--- src/rtl/boot_load_ctrl_pkg.sv ---
// Shared CPU-side definitions for the boot loader: controller state encoding,
// store width codes and loader address arithmetic.
package boot_load_ctrl_pkg;

   typedef enum logic [2:0] {
      ST_IDLE  = 3'd0,
      ST_LOAD  = 3'd1,
      ST_FLUSH = 3'd2,
      ST_RUN   = 3'd3,
      ST_PASS  = 3'd4,
      ST_FAIL  = 3'd5
   } state_t;

   localparam logic [2:0] STORE_WORD = 3'b010;

   localparam int LEN_W   = 10;
   localparam int COUNT_W = 16;
   localparam int DATA_W  = 32;

   // Word index to byte address: words are 4 bytes, packed from the base upwards.
   function automatic logic [DATA_W-1:0] word_addr(input logic [DATA_W-1:0] base,
                                                   input logic [LEN_W-1:0]  idx);
      return base + {{(DATA_W-LEN_W-2){1'b0}}, idx, 2'b00};
   endfunction

endpackage

--- src/rtl/boot_load_ctrl_if.sv ---
// Boot loader bus: session control, host word stream, loader memory write port
// and session status. The slave side is the controller, the master side its environment.
interface boot_load_ctrl_if;
   import boot_load_ctrl_pkg::*;

   logic               start;
   logic [LEN_W-1:0]   load_len;
   logic               host_valid;
   logic [DATA_W-1:0]  host_data;
   logic               host_ready;
   logic               correct_in;
   logic               cpu_reset;
   logic               mem_we;
   logic [DATA_W-1:0]  mem_addr;
   logic [DATA_W-1:0]  mem_wdata;
   logic [2:0]         mem_store;
   logic               done;
   logic               pass;
   logic [COUNT_W-1:0] cycle_count;

   modport master (
      output start, load_len, host_valid, host_data, correct_in,
      input  host_ready, cpu_reset, mem_we, mem_addr, mem_wdata, mem_store,
      input  done, pass, cycle_count
   );

   modport slave (
      input  start, load_len, host_valid, host_data, correct_in,
      output host_ready, cpu_reset, mem_we, mem_addr, mem_wdata, mem_store,
      output done, pass, cycle_count
   );

endinterface

--- src/rtl/boot_load_ctrl.sv ---
// Boot load/run controller: streams host words into data memory (write one cycle after
// acceptance), releases the CPU, then times the run until pass or timeout; host_ready only in LOAD.
module boot_load_ctrl
   import boot_load_ctrl_pkg::*;
#(
   parameter logic [31:0] ADDR_BASE = 32'h0000_0000,
   parameter int          MAX_WORDS = 64,
   parameter int          TIMEOUT   = 1000
) (
   input logic            clk,
   input logic            reset,
   boot_load_ctrl_if.slave bus
);

   localparam logic [COUNT_W-1:0] LAST_RUN_CYCLE = COUNT_W'(TIMEOUT - 1);
   localparam logic [COUNT_W-1:0] COUNT_MAX      = '1;

   state_t             state;
   logic [LEN_W-1:0]   word_idx;
   logic [LEN_W-1:0]   len_q;
   logic [COUNT_W-1:0] run_count;
   logic               wr_vld;
   logic [DATA_W-1:0]  wr_addr;
   logic [DATA_W-1:0]  wr_dat;

   logic accept;
   logic last_word;
   logic len_zero;
   logic len_too_big;
   logic session_idle;

   assign accept       = (state == ST_LOAD) && bus.host_valid;
   assign last_word    = (word_idx == (len_q - {{(LEN_W-1){1'b0}}, 1'b1}));
   assign len_zero     = (bus.load_len == '0);
   assign len_too_big  = 32'(bus.load_len) > 32'(MAX_WORDS);
   assign session_idle = (state == ST_IDLE) || (state == ST_PASS) || (state == ST_FAIL);

   // Status outputs are pure decodes of the registered state.
   assign bus.host_ready  = (state == ST_LOAD);
   assign bus.cpu_reset   = (state != ST_RUN);
   assign bus.done        = (state == ST_PASS) || (state == ST_FAIL);
   assign bus.pass        = (state == ST_PASS);
   assign bus.cycle_count = run_count;

   assign bus.mem_we    = wr_vld;
   assign bus.mem_addr  = wr_addr;
   assign bus.mem_wdata = wr_dat;
   assign bus.mem_store = STORE_WORD;

   always_ff @(posedge clk) begin
      if (reset) begin
         state     <= ST_IDLE;
         word_idx  <= '0;
         len_q     <= '0;
         run_count <= '0;
         wr_vld    <= 1'b0;
         wr_addr   <= '0;
         wr_dat    <= '0;
      end else begin
         // Loader write port: one registered write per accepted word, zeros otherwise.
         wr_vld  <= accept;
         wr_addr <= accept ? word_addr(ADDR_BASE, word_idx) : '0;
         wr_dat  <= accept ? bus.host_data : '0;

         case (state)
            ST_IDLE, ST_PASS, ST_FAIL: begin
               if (bus.start) begin
                  len_q     <= bus.load_len;
                  word_idx  <= '0;
                  run_count <= '0;
                  if (len_zero) begin
                     state <= ST_RUN;
                  end else if (len_too_big) begin
                     state <= ST_FAIL;
                  end else begin
                     state <= ST_LOAD;
                  end
               end
            end

            ST_LOAD: begin
               if (accept) begin
                  word_idx <= word_idx + {{(LEN_W-1){1'b0}}, 1'b1};
                  if (last_word) begin
                     state <= ST_FLUSH;
                  end
               end
            end

            // The final word's write is on the port during this single cycle.
            ST_FLUSH: begin
               state <= ST_RUN;
            end

            ST_RUN: begin
               if (run_count != COUNT_MAX) begin
                  run_count <= run_count + {{(COUNT_W-1){1'b0}}, 1'b1};
               end
               // A pass seen on the last allowed cycle still counts as a pass.
               if (bus.correct_in) begin
                  state <= ST_PASS;
               end else if (run_count == LAST_RUN_CYCLE) begin
                  state <= ST_FAIL;
               end
            end

            default: begin
               state <= ST_IDLE;
            end
         endcase

         if (session_idle && !bus.start) begin
            word_idx <= word_idx;
         end
      end
   end

endmodule

--- src/flat_wrapper.sv ---
// flat-port wrapper written by rule: the top's interface ports become plain ports
module boot_load_ctrl_flat import boot_load_ctrl_pkg::*;
#(
   parameter logic [31:0] ADDR_BASE = 32'h0000_0000,
   parameter int          MAX_WORDS = 64,
   parameter int          TIMEOUT   = 1000
)
  (clk, reset, bus_start, bus_load_len, bus_host_valid, bus_host_data, bus_correct_in, bus_host_ready, bus_cpu_reset, bus_mem_we, bus_mem_addr, bus_mem_wdata, bus_mem_store, bus_done, bus_pass, bus_cycle_count);
  boot_load_ctrl_if bus_i ();
  input logic clk;
  input logic reset;
  input wire logic [$bits(bus_i.start)-1:0] bus_start;
  input wire logic [$bits(bus_i.load_len)-1:0] bus_load_len;
  input wire logic [$bits(bus_i.host_valid)-1:0] bus_host_valid;
  input wire logic [$bits(bus_i.host_data)-1:0] bus_host_data;
  input wire logic [$bits(bus_i.correct_in)-1:0] bus_correct_in;
  output wire logic [$bits(bus_i.host_ready)-1:0] bus_host_ready;
  output wire logic [$bits(bus_i.cpu_reset)-1:0] bus_cpu_reset;
  output wire logic [$bits(bus_i.mem_we)-1:0] bus_mem_we;
  output wire logic [$bits(bus_i.mem_addr)-1:0] bus_mem_addr;
  output wire logic [$bits(bus_i.mem_wdata)-1:0] bus_mem_wdata;
  output wire logic [$bits(bus_i.mem_store)-1:0] bus_mem_store;
  output wire logic [$bits(bus_i.done)-1:0] bus_done;
  output wire logic [$bits(bus_i.pass)-1:0] bus_pass;
  output wire logic [$bits(bus_i.cycle_count)-1:0] bus_cycle_count;
  assign bus_i.start = bus_start;
  assign bus_i.load_len = bus_load_len;
  assign bus_i.host_valid = bus_host_valid;
  assign bus_i.host_data = bus_host_data;
  assign bus_i.correct_in = bus_correct_in;
  assign bus_host_ready = bus_i.host_ready;
  assign bus_cpu_reset = bus_i.cpu_reset;
  assign bus_mem_we = bus_i.mem_we;
  assign bus_mem_addr = bus_i.mem_addr;
  assign bus_mem_wdata = bus_i.mem_wdata;
  assign bus_mem_store = bus_i.mem_store;
  assign bus_done = bus_i.done;
  assign bus_pass = bus_i.pass;
  assign bus_cycle_count = bus_i.cycle_count;
  boot_load_ctrl #(.ADDR_BASE(ADDR_BASE), .MAX_WORDS(MAX_WORDS), .TIMEOUT(TIMEOUT)) u_core (.clk(clk), .reset(reset), .bus(bus_i));
endmodule
--- config.mk ---
export PLATFORM = sky130hd
export DESIGN_NAME = boot_load_ctrl_flat
export DESIGN_NICKNAME = d
export VERILOG_FILES = /design/src/rtl/boot_load_ctrl_pkg.sv /design/src/rtl/boot_load_ctrl_if.sv /design/src/rtl/boot_load_ctrl.sv /design/src/flat_wrapper.sv
export SDC_FILE = /design/constraint.sdc
export NUM_CORES = 1
export LEC_CHECK = 0
export CAP_MARGIN = 10
export CORE_ASPECT_RATIO = 0.75
export CORE_UTILIZATION = 45
export CTS_CLUSTER_DIAMETER = 120
export DETAILED_ROUTE_END_ITERATION = 8
export PLACE_DENSITY = 0.83
export SETUP_SLACK_MARGIN = 0.3
export SYNTH_ARGS = -nofsm -noshare
export SYNTH_HDL_FRONTEND = slang
export SYNTH_SLANG_ARGS = --single-unit
--- constraint.sdc ---
create_clock -name clk -period 2.5 [get_ports clk]
set_input_delay 0.625 -clock clk [delete_from_list [all_inputs] [get_ports clk]]
set_output_delay 0.625 -clock clk [all_outputs]
set_load 0.02 [all_outputs]
-- Word level (Yosys, flattened, before mapping)
Index checks and enable logic that the tools add are counted.
- add/subtract/negate cells: 3
- equality and inequality tests: 14
- multiplexer cells: 14
- bitwise logic cells: 2
- $lt $le $gt $ge: 1
- reductions and logical operators: 16
- operator list (cell ; number):
    $mux W16 ; 2
    $pmux W16 S2 ; 1
    $mux W3 ; 7
    $mux W10 ; 2
    $pmux W10 S2 ; 1
    $add A16 B1 Y16 const B ; 1
    $eq A16 B10 Y1 const B ; 1
    $ne A16 B16 Y1 const B ; 1
    $pmux W3 S4 ; 1
    $add A10 B1 Y10 const B ; 1
    $eq A10 B10 Y1 ; 1
    $gt A10 B7 Y1 const B ; 1
    $logic_not A10 Y1 ; 1
    $sub A10 B1 Y10 const B ; 1
    $reduce_and A4 Y1 ; 2
    $eq A3 B2 Y1 const B ; 2
    $eq A3 B3 Y1 const B ; 2
    $ne A2 B1 Y1 const B ; 3
    $ne A3 B2 Y1 const B ; 2
    $reduce_bool A2 Y1 ; 2
    $eq A3 B1 Y1 const B ; 1
    $logic_not A3 Y1 ; 1
    $logic_or A1 B1 Y1 ; 3
    $reduce_and A3 Y1 ; 1
    7 further kinds ; 9
- output and inout bits: 88
- flip-flop bits (word level): 104

-- Logic depth before layout (Yosys ltp)
Gate-level depths: netlist of the first run.
- depth in word-level cells: 6
- depth in mapped cells: 7
- depth with buffers taken out: 7

-- Worst setup path after synthesis of the first run
OpenSTA, ideal clock, no wires.
- path kind: flip-flop to flip-flop
- start point: register u_core.len_q[2]
- end point: register u_core.state[1]
- stages on the path, launching flop included: 7
- path buffers: 1
- required time: 2.397 ns
- setup slack: 0.370 ns
- clock period less this slack: 2.130 ns
- library setup time: 0.103 ns
- arrival: 2.027 ns
- cell sequence: dfxtp_1 buf_6 or4_4 nor2_4 mux2_2 a221o_1 a2111oi_2
- word-level cells in the longest chain between the ends: 4
- ends and longest elaborated chain (element ; line ; RTL):
    start, declared ; boot_load_ctrl.sv:20 ; logic [LEN_W-1:0] len_q;
    start signal, assigned ; boot_load_ctrl.sv:68 ; len_q <= bus.load_len;
    $sub A10 B1 Y10 ; boot_load_ctrl.sv:33 ; assign last_word = (word_idx == (len_q - {{(LEN_W-1){1'b0}}, 1'b1}));
    $eq A10 B10 Y1 ; boot_load_ctrl.sv:33 ;
    $ne A2 B1 Y1 (no source line) ; -- ;
    $reduce_and A4 Y1 (no source line) ; -- ;
    end signal, assigned ; boot_load_ctrl.sv:52 ; state <= ST_IDLE;
    end signal, assigned ; boot_load_ctrl.sv:72 ; state <= ST_RUN;
    end signal, assigned ; boot_load_ctrl.sv:74 ; state <= ST_FAIL;
    end, declared ; boot_load_ctrl.sv:18 ; state_t state;
Every way passes these cells.
A chain may end at the register's enable or synchronous reset.

-- Worst setup path in the final report of the first run
- start point: register u_core.len_q[1]
- end point: register u_core.state[0]
The elaborated chain is that of the path after synthesis.

==> out/summary.md, run 1 <==
### Outcome
• run status: finished with violations
• failing checks: design-rule violations

### CTS
• cell chosen for the clock root: sky130_fd_sc_hd__clkbuf_8
• Longest Clk Path Bufs: 2
• clock tree from TritonCTS: yes
• clock insertion delay at the later pin of the skew report: 0.35 ns
• quantity of hold-fixing buffers added after cts: 0
• Clock Pin Slew Worst Setup and Hold Paths: 0.09 ns
• Max H-tree Level: 3
• clk sink count: 82
• clock buffers created by TritonCTS: 9

### Die
• number of primary I/O pins: 135
• count of standard-cell rows: 28
• horizontal extent of the die: 106 µm
• Initial Util: 0.464
• Die ar.: 0.00854 mm²
• height of the die: 80.3 µm
• core region area: 0.00792 mm²

### STA
• Tcrit/Tclk final: 0.858
• Min Clock Period, post-route: 2.14 ns
• setup TNS: 0 ns
• maximum operating frequency: 466 MHz
• count of final setup violators: 0
• relative slew slack: 0.535
• RSZ-0062 raised after global routing: yes
• worst slack on hold paths: 0.475 ns
• Final Slew Violations: 0
• Fin Clk Skew: 0.0119 ns
• actual transition at the worst max-transition pin: 0.698 ns
• hold violation total from the final report: 0

### Synthesis
• proportion of synthesized flip-flops having asynchronous set or reset: 0
• register bit total from synthesis: 82
• xor-xnor portion of the synthesized cell area: 0.0453
• ys flop type: sky130_fd_sc_hd__dfxtp_1
• register area share after synthesis: 0.446
• area fraction of the dominant cell type after synthesis: 0.446
• largest family of logic cells by synthesized area: simple AND/OR/NAND/NOR gates
• Synth top cells by count: 82 x sky130_fd_sc_hd__dfxtp_1, 42 x sky130_fd_sc_hd__and2_1, 40 x sky130_fd_sc_hd__nand2_1
• Yosys warnings: 0
• basic-gate share of the synthesized area counting and, or, nand and nor cells: 0.256
• Netlist cell types: 59
• cell area after technology mapping: 0.00368 mm²
• largest cells by area after synthesis: sky130_fd_sc_hd__dfxtp_1 45%, sky130_fd_sc_hd__and2_1 7.1%, sky130_fd_sc_hd__buf_4 5.1%, sky130_fd_sc_hd__nand2_1 4.1%, sky130_fd_sc_hd__xnor2_1 3.6%
• number of enable-type register cells in the synthesized netlist: 0
• post-synthesis area per instance: 8.88 µm²
• fraction of the mapped netlist area in adder cells: 0.0102
• cell count after synthesis: 414
• top-count cell post-synth: sky130_fd_sc_hd__dfxtp_1
• share of cell area taken by muxes after synthesis: 0.0289
• top cell type by total area after synthesis: sky130_fd_sc_hd__dfxtp_1
• Compound-Gate Fraction of Synth Area: 0.125

### Layout
• fraction of layout instances using a drive strength above 1: 0.124
• final non-filler cell total: 639
• total inserted antenna cells: 0
• number of fill cells: 657
• Area growth syn-to-layout: 39.5%
• final net count: 579
• final core occ: 0.648

### Route
• number of nets with antenna violations after routing: 0
• drc violations: 2
• met1 wire length: 4180 µm
• length of routed met2 wiring: 4340 µm
• DR vias: 3294
• number of iterations in the first detailed-routing pass: 6
• DRT iter0 DRCs: 304
• max layer used: met4
• detail-routed net length per standard cell: 14.7 µm
• met3 WL post-DR: 734 µm
• via/cell ratio: 5.15
• Total Wirelength: 9410 µm

### Pwr
• power density relative to cell area: 726 mW/mm²
• Static Leak: 0.00192 µW
• post-route total power: 3730 µW
• worst vdd ir: 0.000400 V

### GRT
• Overall Global Routing Usage: 0.220
• global-route wire length before repair: 14500 µm
• pin count of the biggest net entering global routing: 44
• overflow left after global routing: 0
• number of global-route vias before repair: 3005
• number of antenna violations at the first check in global routing: 0

### Critical path
• critical path fanouts, max: 4
• critical path required time: 2.76 ns
• kind of launch point of the worst setup path: flip-flop
• worst reg2reg path depth: 6
• crit path capture type: flip-flop
• Setup CP Type: flip-flop to flip-flop
• Arrival @ worst endpoint: 2.40 ns

### Place
• count of port buffers added during placement: 109
• number of cells after detailed placement: 619
• post-detailed-placement half-perimeter wirelength: 6890 µm
• placer's final routability congestion estimate: 0.884

### Flow run
• maximum capacitance violations: 0

### Worst hold path
• number of instances on the worst hold path: 2
• worst min path class: flip-flop to flip-flop

-- where the power goes --
group / internal (µW) / switching (µW)
Sequential: 1410 / 105
Clock: 580 / 523
Combinational: 509 / 599
-- sequential cells by signal, indices dropped and copies added, names as in the netlist --
register and flops:
u_core.len_q 10, u_core.bus.mem_wdata 32, u_core.bus.cycle_count 16, u_core.bus.mem_we 1
u_core.state 3, u_core.word_idx 10, u_core.bus.mem_addr 10
-- cell families after synthesis --
group / after synthesis
and+or+nand+nor: 176
muxes: 10
AOI/OAI and AO/OA: 66
xor gates and xnor gates: 19
buffers and inverters: 56
other: 2
DFF: 82
adders and majority gates: 3
-- per-layer routing --
layer	track usage	vias up
li1	-	1597
met3	0.0528	13
met1	0.280	1521
met5	0	-
met4	0.0833	0
met2	0.359	163
-- cell type report --
type	instances	area, µm²	area share
well taps	105	131	0.0256
flip-flops and latches	82	1650	0.322
clock inverters	7	105	0.0205
inverters	13	48.8	0.00951
multi-input cells	299	1870	0.365
clock buffers	9	124	0.0241
repair buffers	124	1200	0.233
-- cell usage in the layout (no fill, tap or decap), types with 3 or more instances in the layout --
master	count
sky130_fd_sc_hd__clkdlybuf4s50_1	105
sky130_fd_sc_hd__dfxtp_1	76
sky130_fd_sc_hd__and2_1	42
sky130_fd_sc_hd__nand2_1	40
sky130_fd_sc_hd__nor2_1	29
sky130_fd_sc_hd__conb_1	25
sky130_fd_sc_hd__a21oi_1	22
sky130_fd_sc_hd__nand3_1	15
sky130_fd_sc_hd__xnor2_1	15
sky130_fd_sc_hd__buf_4	15
sky130_fd_sc_hd__inv_1	10
sky130_fd_sc_hd__clkbuf_8	9
sky130_fd_sc_hd__or2_2	8
sky130_fd_sc_hd__o211ai_1	7
sky130_fd_sc_hd__mux2i_1	7
sky130_fd_sc_hd__nor3_1	6
sky130_fd_sc_hd__o2111ai_1	6
sky130_fd_sc_hd__o21ai_0	6
sky130_fd_sc_hd__nand2b_1	5
sky130_fd_sc_hd__a211oi_1	5
sky130_fd_sc_hd__nor4_1	5
sky130_fd_sc_hd__dfxtp_2	5
sky130_fd_sc_hd__xor2_1	4
sky130_fd_sc_hd__inv_2	3
sky130_fd_sc_hd__nand4_1	3
sky130_fd_sc_hd__or3_1	3
sky130_fd_sc_hd__inv_6	3
-- per-stage QoR --
stage	cell area, µm²	setup WS (ns)
after CTS	5060	0.109
after detailed placement	4800	-0.157
final	5130	0.356
after floorplan	3760	0.370
after global placement	4800	-0.00512
after global routing	5130	0.298
-- worst paths after layout --
check	startpoint	to	slack [ns]
worst max-delay path	u_core.len_q[1]	u_core.state[0]	0.36
worst min-delay path	u_core.len_q[9]	u_core.len_q[9]	0.48
worst max register to register	u_core.len_q[1]	u_core.state[0]	0.36
worst min register to register	u_core.len_q[9]	u_core.len_q[9]	0.48
-- worst max-delay path, cell delays in order, from the launching register on --
cell and delay (ns):
sky130_fd_sc_hd__dfxtp_4 0.36, sky130_fd_sc_hd__or4_4 0.56, sky130_fd_sc_hd__nor2_4 0.11, sky130_fd_sc_hd__mux2_4 0.30
sky130_fd_sc_hd__a221o_1 0.38, sky130_fd_sc_hd__buf_4 0.15, sky130_fd_sc_hd__a21bo_2 0.18
-- repair_timing --
item	in CTS	in global routing
setup endpoints to repair	49	4
pin swaps	2	7
setup buffers	2	2
resized for setup	13	17
Power figures use the tool's default switching activity.
==> run 2: changes to the inputs <==
--- a/config.mk
+++ b/config.mk
@@ -5,12 +5,14 @@
 export SDC_FILE = /design/constraint.sdc
 export NUM_CORES = 1
 export LEC_CHECK = 0
+export ABC_AREA = 1
 export CAP_MARGIN = 10
 export CORE_ASPECT_RATIO = 0.75
-export CORE_UTILIZATION = 45
+export CORE_UTILIZATION = 46
+export CTS_BUF_LIST = sky130_fd_sc_hd__clkbuf_4 sky130_fd_sc_hd__clkbuf_8
 export CTS_CLUSTER_DIAMETER = 120
 export DETAILED_ROUTE_END_ITERATION = 8
-export PLACE_DENSITY = 0.83
+export PLACE_DENSITY = 0.84
 export SETUP_SLACK_MARGIN = 0.3
 export SYNTH_ARGS = -nofsm -noshare
 export SYNTH_HDL_FRONTEND = slang
==> out/summary.md, run 2 <==
### Die
• count of standard-cell rows: 27
• Initial Util: 0.488
• core region area: 0.00753 mm²
• height of the die: 79.5 µm
• Die ar.: 0.00836 mm²
• number of primary I/O pins: 135
• horizontal extent of the die: 105 µm

### Synthesis
• cell count after synthesis: 503
• top cell type by total area after synthesis: sky130_fd_sc_hd__dfxtp_1
• ys flop type: sky130_fd_sc_hd__dfxtp_1
• number of enable-type register cells in the synthesized netlist: 0
• area fraction of the dominant cell type after synthesis: 0.446
• top-count cell post-synth: sky130_fd_sc_hd__dfxtp_1
• proportion of synthesized flip-flops having asynchronous set or reset: 0
• Yosys warnings: 0
• largest cells by area after synthesis: sky130_fd_sc_hd__dfxtp_1 45%, sky130_fd_sc_hd__nor2_1 8.2%, sky130_fd_sc_hd__nand2_1 8.1%, sky130_fd_sc_hd__inv_1 7.3%, sky130_fd_sc_hd__buf_4 5.1%
• register area share after synthesis: 0.446
• post-synthesis area per instance: 7.32 µm²
• Netlist cell types: 35
• cell area after technology mapping: 0.00368 mm²
• register bit total from synthesis: 82
• Synth top cells by count: 82 x sky130_fd_sc_hd__dfxtp_1, 80 x sky130_fd_sc_hd__nor2_1, 79 x sky130_fd_sc_hd__nand2_1

### CTS
• clock insertion delay at the later pin of the skew report: 0.36 ns
• clk sink count: 82
• cell chosen for the clock root: sky130_fd_sc_hd__clkbuf_8
• Max H-tree Level: 3
• clock buffers created by TritonCTS: 9
• Longest Clk Path Bufs: 2
• clock tree from TritonCTS: yes
• Clock Pin Slew Worst Setup and Hold Paths: 0.09 ns

### Critical path
• Arrival @ worst endpoint: 1.52 ns
• slowest stage cell, crit path: sky130_fd_sc_hd__clkdlybuf4s50_1
• Top Family by Delay on Critical Path: buffers and inverters
• critical path fanouts, max: 6
• slowest cell delay on critical path: 0.66 ns
• kind of launch point of the worst setup path: flip-flop
• crit path capture type: primary output
• critical path required time: 1.88 ns
• Setup CP Type: flip-flop to primary output
• ordered list of cells on the worst path: clkdlybuf4s50_1
• total buffers and inverters traversed by the critical path: 1

### GRT
• global-route wire length before repair: 14600 µm
• pin count of the biggest net entering global routing: 43
• Overall Global Routing Usage: 0.221
• number of antenna violations at the first check in global routing: 0
• number of global-route vias before repair: 3162
• overflow left after global routing: 0

### Route
• number of iterations in the first detailed-routing pass: 5
• via/cell ratio: 4.79
• number of nets with antenna violations after routing: 0
• DR vias: 3460
• Total Wirelength: 9110 µm
• detail-routed net length per standard cell: 12.6 µm
• drc violations: 0
• DRT iter0 DRCs: 210

### Worst hold path
• worst min path class: flip-flop to flip-flop

### STA
• Fin Clk Skew: 0.0104 ns
• worst slack on hold paths: 0.482 ns
• Tcrit/Tclk final: 0.856
• actual transition at the worst max-transition pin: 0.645 ns
• Min Clock Period, post-route: 2.14 ns
• Final Slew Violations: 0
• RSZ-0062 raised after global routing: no
• count of final setup violators: 0
• setup TNS: 0 ns
• maximum operating frequency: 467 MHz
• relative slew slack: 0.570
• hold violation total from the final report: 0

### Layout
• Area growth syn-to-layout: 35.6%
• most common cell after layout, fill and taps aside: sky130_fd_sc_hd__clkdlybuf4s50_1
• most used cells in the layout excluding fill and tap cells: 105 x sky130_fd_sc_hd__clkdlybuf4s50_1, 80 x sky130_fd_sc_hd__nor2_1, 79 x sky130_fd_sc_hd__nand2_1, 79 x sky130_fd_sc_hd__dfxtp_1, 72 x sky130_fd_sc_hd__inv_1
• final net count: 667
• area of all placed cells without fillers: 0.00499 mm²
• total inserted antenna cells: 0
• fraction of layout instances using a drive strength above 1: 0.101
• flip-flop count of the largest register after layout: 32
• number of fill cells: 637

### Place
• count of port buffers added during placement: 109
• post-detailed-placement half-perimeter wirelength: 6990 µm
• placer's final routability congestion estimate: 0.951
• cell area after placement: 0.00478 mm²

### Pwr
• Static Leak: 0.00211 µW
• power density relative to cell area: 740 mW/mm²
• worst vdd ir: 0.000652 V

### Flow run
• maximum capacitance violations: 0

### Outcome
• run status: finished, final reports clean

==> run 2: cell types whose count changed after synthesis, moves of 12 or more <==
cell,change
sky130_fd_sc_hd__nor2_1,+51
sky130_fd_sc_hd__nand2_2,+13
sky130_fd_sc_hd__inv_1,+59
sky130_fd_sc_hd__xnor2_1,-13
sky130_fd_sc_hd__and2_1,-42
sky130_fd_sc_hd__a21oi_1,+12
sky130_fd_sc_hd__nand2_1,+39
==> run 2: path summary, 6_finish.rpt <==
path,start,end,slack (ns),cells past startpoint
worst max-delay path,u_core.bus.cycle_count[3],bus_cycle_count[3],0.36,1
worst min-delay path,u_core.len_q[9],u_core.len_q[9],0.48,2
worst min register to register,u_core.len_q[9],u_core.len_q[9],0.48,2
worst max register to register,u_core.bus.cycle_count[1],u_core.bus.cycle_count[10],0.47,13
==> run 2: layout make-up <==
| cell class | instances | area (µm²) | area share |
|---|---|---|---|
| tap | 101 | 126 | 0.0253 |
| clock buffer | 9 | 124 | 0.0248 |
| multi-input combinational | 327 | 1580 | 0.317 |
| timing repair buffer | 114 | 1130 | 0.226 |
| inverter | 83 | 312 | 0.0624 |
| clock inverter | 7 | 71.3 | 0.0143 |
| sequential | 82 | 1650 | 0.330 |
==> run 2: cells by family after synthesis <==
family          Yosys count  synth area share
simple gates            227             0.281
compound gates           64            0.0952
buf+inv                 117             0.147
fa+ha+maj                 3            0.0102
flops                    82             0.446
other cells               2           0.00204
xor+xnor                  8            0.0190
==> run 2: through the flow <==
stage	setup WS, ns	cells	util	total power, µW
after floorplan	0.650	526	-	2430
after global placement	0.415	705	0.634	2730
after detailed placement	0.335	705	0.634	2770
after CTS	0.338	721	0.660	3690
after global routing	0.320	723	0.662	3930
final	0.360	723	0.662	3690
==> run 2: worst register-to-register path: stages (launching register included) <==
cell and delay, ns:
sky130_fd_sc_hd__dfxtp_1 0.41, sky130_fd_sc_hd__ha_1 0.19, sky130_fd_sc_hd__nand2_1 0.09, sky130_fd_sc_hd__nor2_1 0.12
sky130_fd_sc_hd__nand2_2 0.11, sky130_fd_sc_hd__nor3_4 0.19, sky130_fd_sc_hd__nand2_2 0.10, sky130_fd_sc_hd__nand2_2 0.10
sky130_fd_sc_hd__nand2_4 0.12, sky130_fd_sc_hd__nand2_2 0.12, sky130_fd_sc_hd__nor2_1 0.08, sky130_fd_sc_hd__or2_0 0.21
sky130_fd_sc_hd__inv_1 0.06, sky130_fd_sc_hd__nor2_1 0.03
==> run 2: repair_timing <==
action	in CTS	in global routing
endpoints found under the setup margin	3	3
setup buffers	0	2
pin swaps	0	1
hold buffers	0	0
resized for setup	5	2
==> run 2: per-layer routing <==
| metal | track usage | share of wire | vias up | routed length [µm] |
|---|---|---|---|---|
| li1 | - | - | 1736 | - |
| met1 | 0.279 | 0.44 | 1530 | 3990 |
| met2 | 0.350 | 0.45 | 175 | 4090 |
| met3 | 0.0824 | 0.093 | 19 | 848 |
| met4 | 0.0732 | 0.019 | 0 | 176 |
| met5 | 0 | 0 | - | 0 |
==> run 2: power by group <==
part	switching, µW	internal (µW)	total (µW)	leakage [µW]
Combinational	774	458	1230	0.00135
Sequential	95.0	1430	1530	0.000666
Clock	542	389	931	0.0000931
==> run 3: changes to the inputs <==
==> constraint.sdc (replaced) <==
create_clock -name clk -period 2 [get_ports clk]
set_input_delay 0.5 -clock clk [delete_from_list [all_inputs] [get_ports clk]]
set_output_delay 0.5 -clock clk [all_outputs]
set_load 0.02 [all_outputs]
==> out/summary.md, run 3 (same netlist as run 2, synthesis figures left out) <==
### Outcome
• run status: finished, final reports clean

### Critical path
• Setup CP Type: flip-flop to flip-flop
• slowest stage cell, crit path: sky130_fd_sc_hd__dfxtp_2
• kind of launch point of the worst setup path: flip-flop
• Arrival @ worst endpoint: 2.04 ns
• slowest cell delay on critical path: 0.36 ns
• ordered list of cells on the worst path: inv_4 > ha_4 > inv_2 > nand2_1 > nand2_1 > nor2_1 > nand3_1 > nor2_1 > nand2_1 > nor2_1 > nand2_1 > nand2_4 > nand3_2 > nand2_1 > nor2_1
• critical path fanouts, max: 6
• crit path capture type: flip-flop
• critical path required time: 2.26 ns
• Most Frequent Cell on Critical Path: sky130_fd_sc_hd__nand2_1

### Place
• count of port buffers added during placement: 109
• placer's final routability congestion estimate: 0.934
• post-detailed-placement half-perimeter wirelength: 6730 µm

### STA
• Tcrit/Tclk final: 0.889
• count of final setup violators: 0
• worst slack on hold paths: 0.478 ns
• Final Slew Violations: 0
• maximum operating frequency: 562 MHz
• hold violation total from the final report: 0
• Min Clock Period, post-route: 1.78 ns
• Fin Clk Skew: 0.00802 ns
• RSZ-0062 raised after global routing: yes

### Route
• Total Wirelength: 9430 µm
• number of nets with antenna violations after routing: 0
• number of iterations in the first detailed-routing pass: 5
• DR vias: 3596
• via/cell ratio: 4.86
• detail-routed net length per standard cell: 12.7 µm
• DRT iter0 DRCs: 266
• drc violations: 0

### Layout
• final net count: 684
• fraction of layout instances using a drive strength above 1: 0.171
• final core occ: 0.689
• most common cell after layout, fill and taps aside: sky130_fd_sc_hd__nor2_1
• total inserted antenna cells: 0
• Area growth syn-to-layout: 41.1%
• most used cells in the layout excluding fill and tap cells: 76 x sky130_fd_sc_hd__nor2_1, 74 x sky130_fd_sc_hd__nand2_1, 72 x sky130_fd_sc_hd__dfxtp_1, 70 x sky130_fd_sc_hd__inv_1, 55 x sky130_fd_sc_hd__dlygate4sd2_1
• flip-flop count of the largest register after layout: 32

### GRT
• Overall Global Routing Usage: 0.225
• met1 capacity usage during global routing: 0.290
• number of antenna violations at the first check in global routing: 0
• grt met2 use: 0.366
• global-route wire length before repair: 14800 µm
• number of global-route vias before repair: 3292
• met3 Resource Use GR: 0.0473
• Top Usage Layer GRT: met2
• pin count of the biggest net entering global routing: 43
• overflow left after global routing: 0

### Flow run
• maximum capacitance violations: 0

### CTS
• Longest Clk Path Bufs: 2
• clock buffers created by TritonCTS: 9
• clk sink count: 82
• clock insertion delay at the later pin of the skew report: 0.36 ns
• cell chosen for the clock root: sky130_fd_sc_hd__clkbuf_8
• Max H-tree Level: 3
• Clock Pin Slew Worst Setup and Hold Paths: 0.09 ns
• clock tree from TritonCTS: yes

### Pwr
• power density relative to cell area: 926 mW/mm²
• Static Leak: 0.00251 µW
• worst vdd ir: 0.000758 V

### Worst hold path
• worst min path class: flip-flop to flip-flop

### Die
• horizontal extent of the die: 105 µm
• count of standard-cell rows: 27
• Die ar.: 0.00836 mm²
• height of the die: 79.5 µm
• number of primary I/O pins: 135
• Initial Util: 0.488
• core region area: 0.00753 mm²

-- run 3: cell types whose count changed in the layout (fill, tap and decap cells not counted), sizes merged --
cell,delta
clkdlybuf4s50,-59
dlygate4sd2,+52
buf,+19
clkdlybuf4s15,+5
clkbuf,+1
clkinv,+1
dlymetal6s2s,-1
inv,-1
-- run 3: layout make-up --
class                   instances  area, µm²
clock inverters                 7       70.1
flip-flops and latches         82       1660
repair buffers                131       1180
inverters                      83        323
fillers                       599       2340
clock buffers                   9        124
well taps                     101        126
multi-input cells             327       1710
-- run 3: what timing repair did --
action | in CTS | in global routing
buffers inserted | 8 | 7
endpoints found under the setup margin | 112 | 70
resized for setup | 98 | 23
hold buffers | 0 | 0
pin swaps | 14 | 7
-- run 3: per-layer routing --
metal / part of all wire / routed length (µm) / vias to the layer above
met4: 0.020 / 193 / 0
met3: 0.077 / 725 / 17
met2: 0.46 / 4310 / 169
li1: - / - / 1783
met1: 0.44 / 4190 / 1627
met5: 0 / 0 / -
-- run 3: where the power goes --
| group | leakage (µW) | switching (µW) | internal [µW] |
|---|---|---|---|
| Sequential | 0.000670 | 122 | 1790 |
| Combinational | 0.00175 | 1080 | 664 |
| Clock | 0.0000951 | 670 | 482 |
| Total | 0.00251 | 1870 | 2940 |
-- run 3: per-stage QoR --
step / power [µW] / TNS [ns] / cells / instance area (µm²) / setup slack [ns]
global placement: 3430 / 0 / 709 / 4820 / 0.0418
global route: 5090 / 0 / 740 / 5190 / 0.145
finish: 4810 / 0 / 740 / 5190 / 0.222
CTS: 4720 / 0 / 733 / 5070 / 0.0749
floorplan: 3030 / 0 / 526 / 3780 / 0.316
detailed placement: 3480 / -0.0281 / 709 / 4820 / -0.0281
-- run 3: worst max-delay path, delay by kind of cell, from the launching register on --
family / cells / cell delay [ns]
buffers and inverters: 2 / 0.08
and+or+nand+nor: 12 / 0.99
adders and majority gates: 1 / 0.26
DFF: 1 / 0.36
-- run 3: worst paths after layout --
kind | startpoint | to | slack, ns | cells after the start
setup / recovery | u_core.len_q[0] | u_core.state[0] | 0.22 | 15
hold / removal | u_core.bus.cycle_count[8] | u_core.bus.cycle_count[8] | 0.48 | 2
setup reg to reg | u_core.len_q[0] | u_core.state[0] | 0.22 | 15
hold reg to reg | u_core.bus.cycle_count[8] | u_core.bus.cycle_count[8] | 0.48 | 2
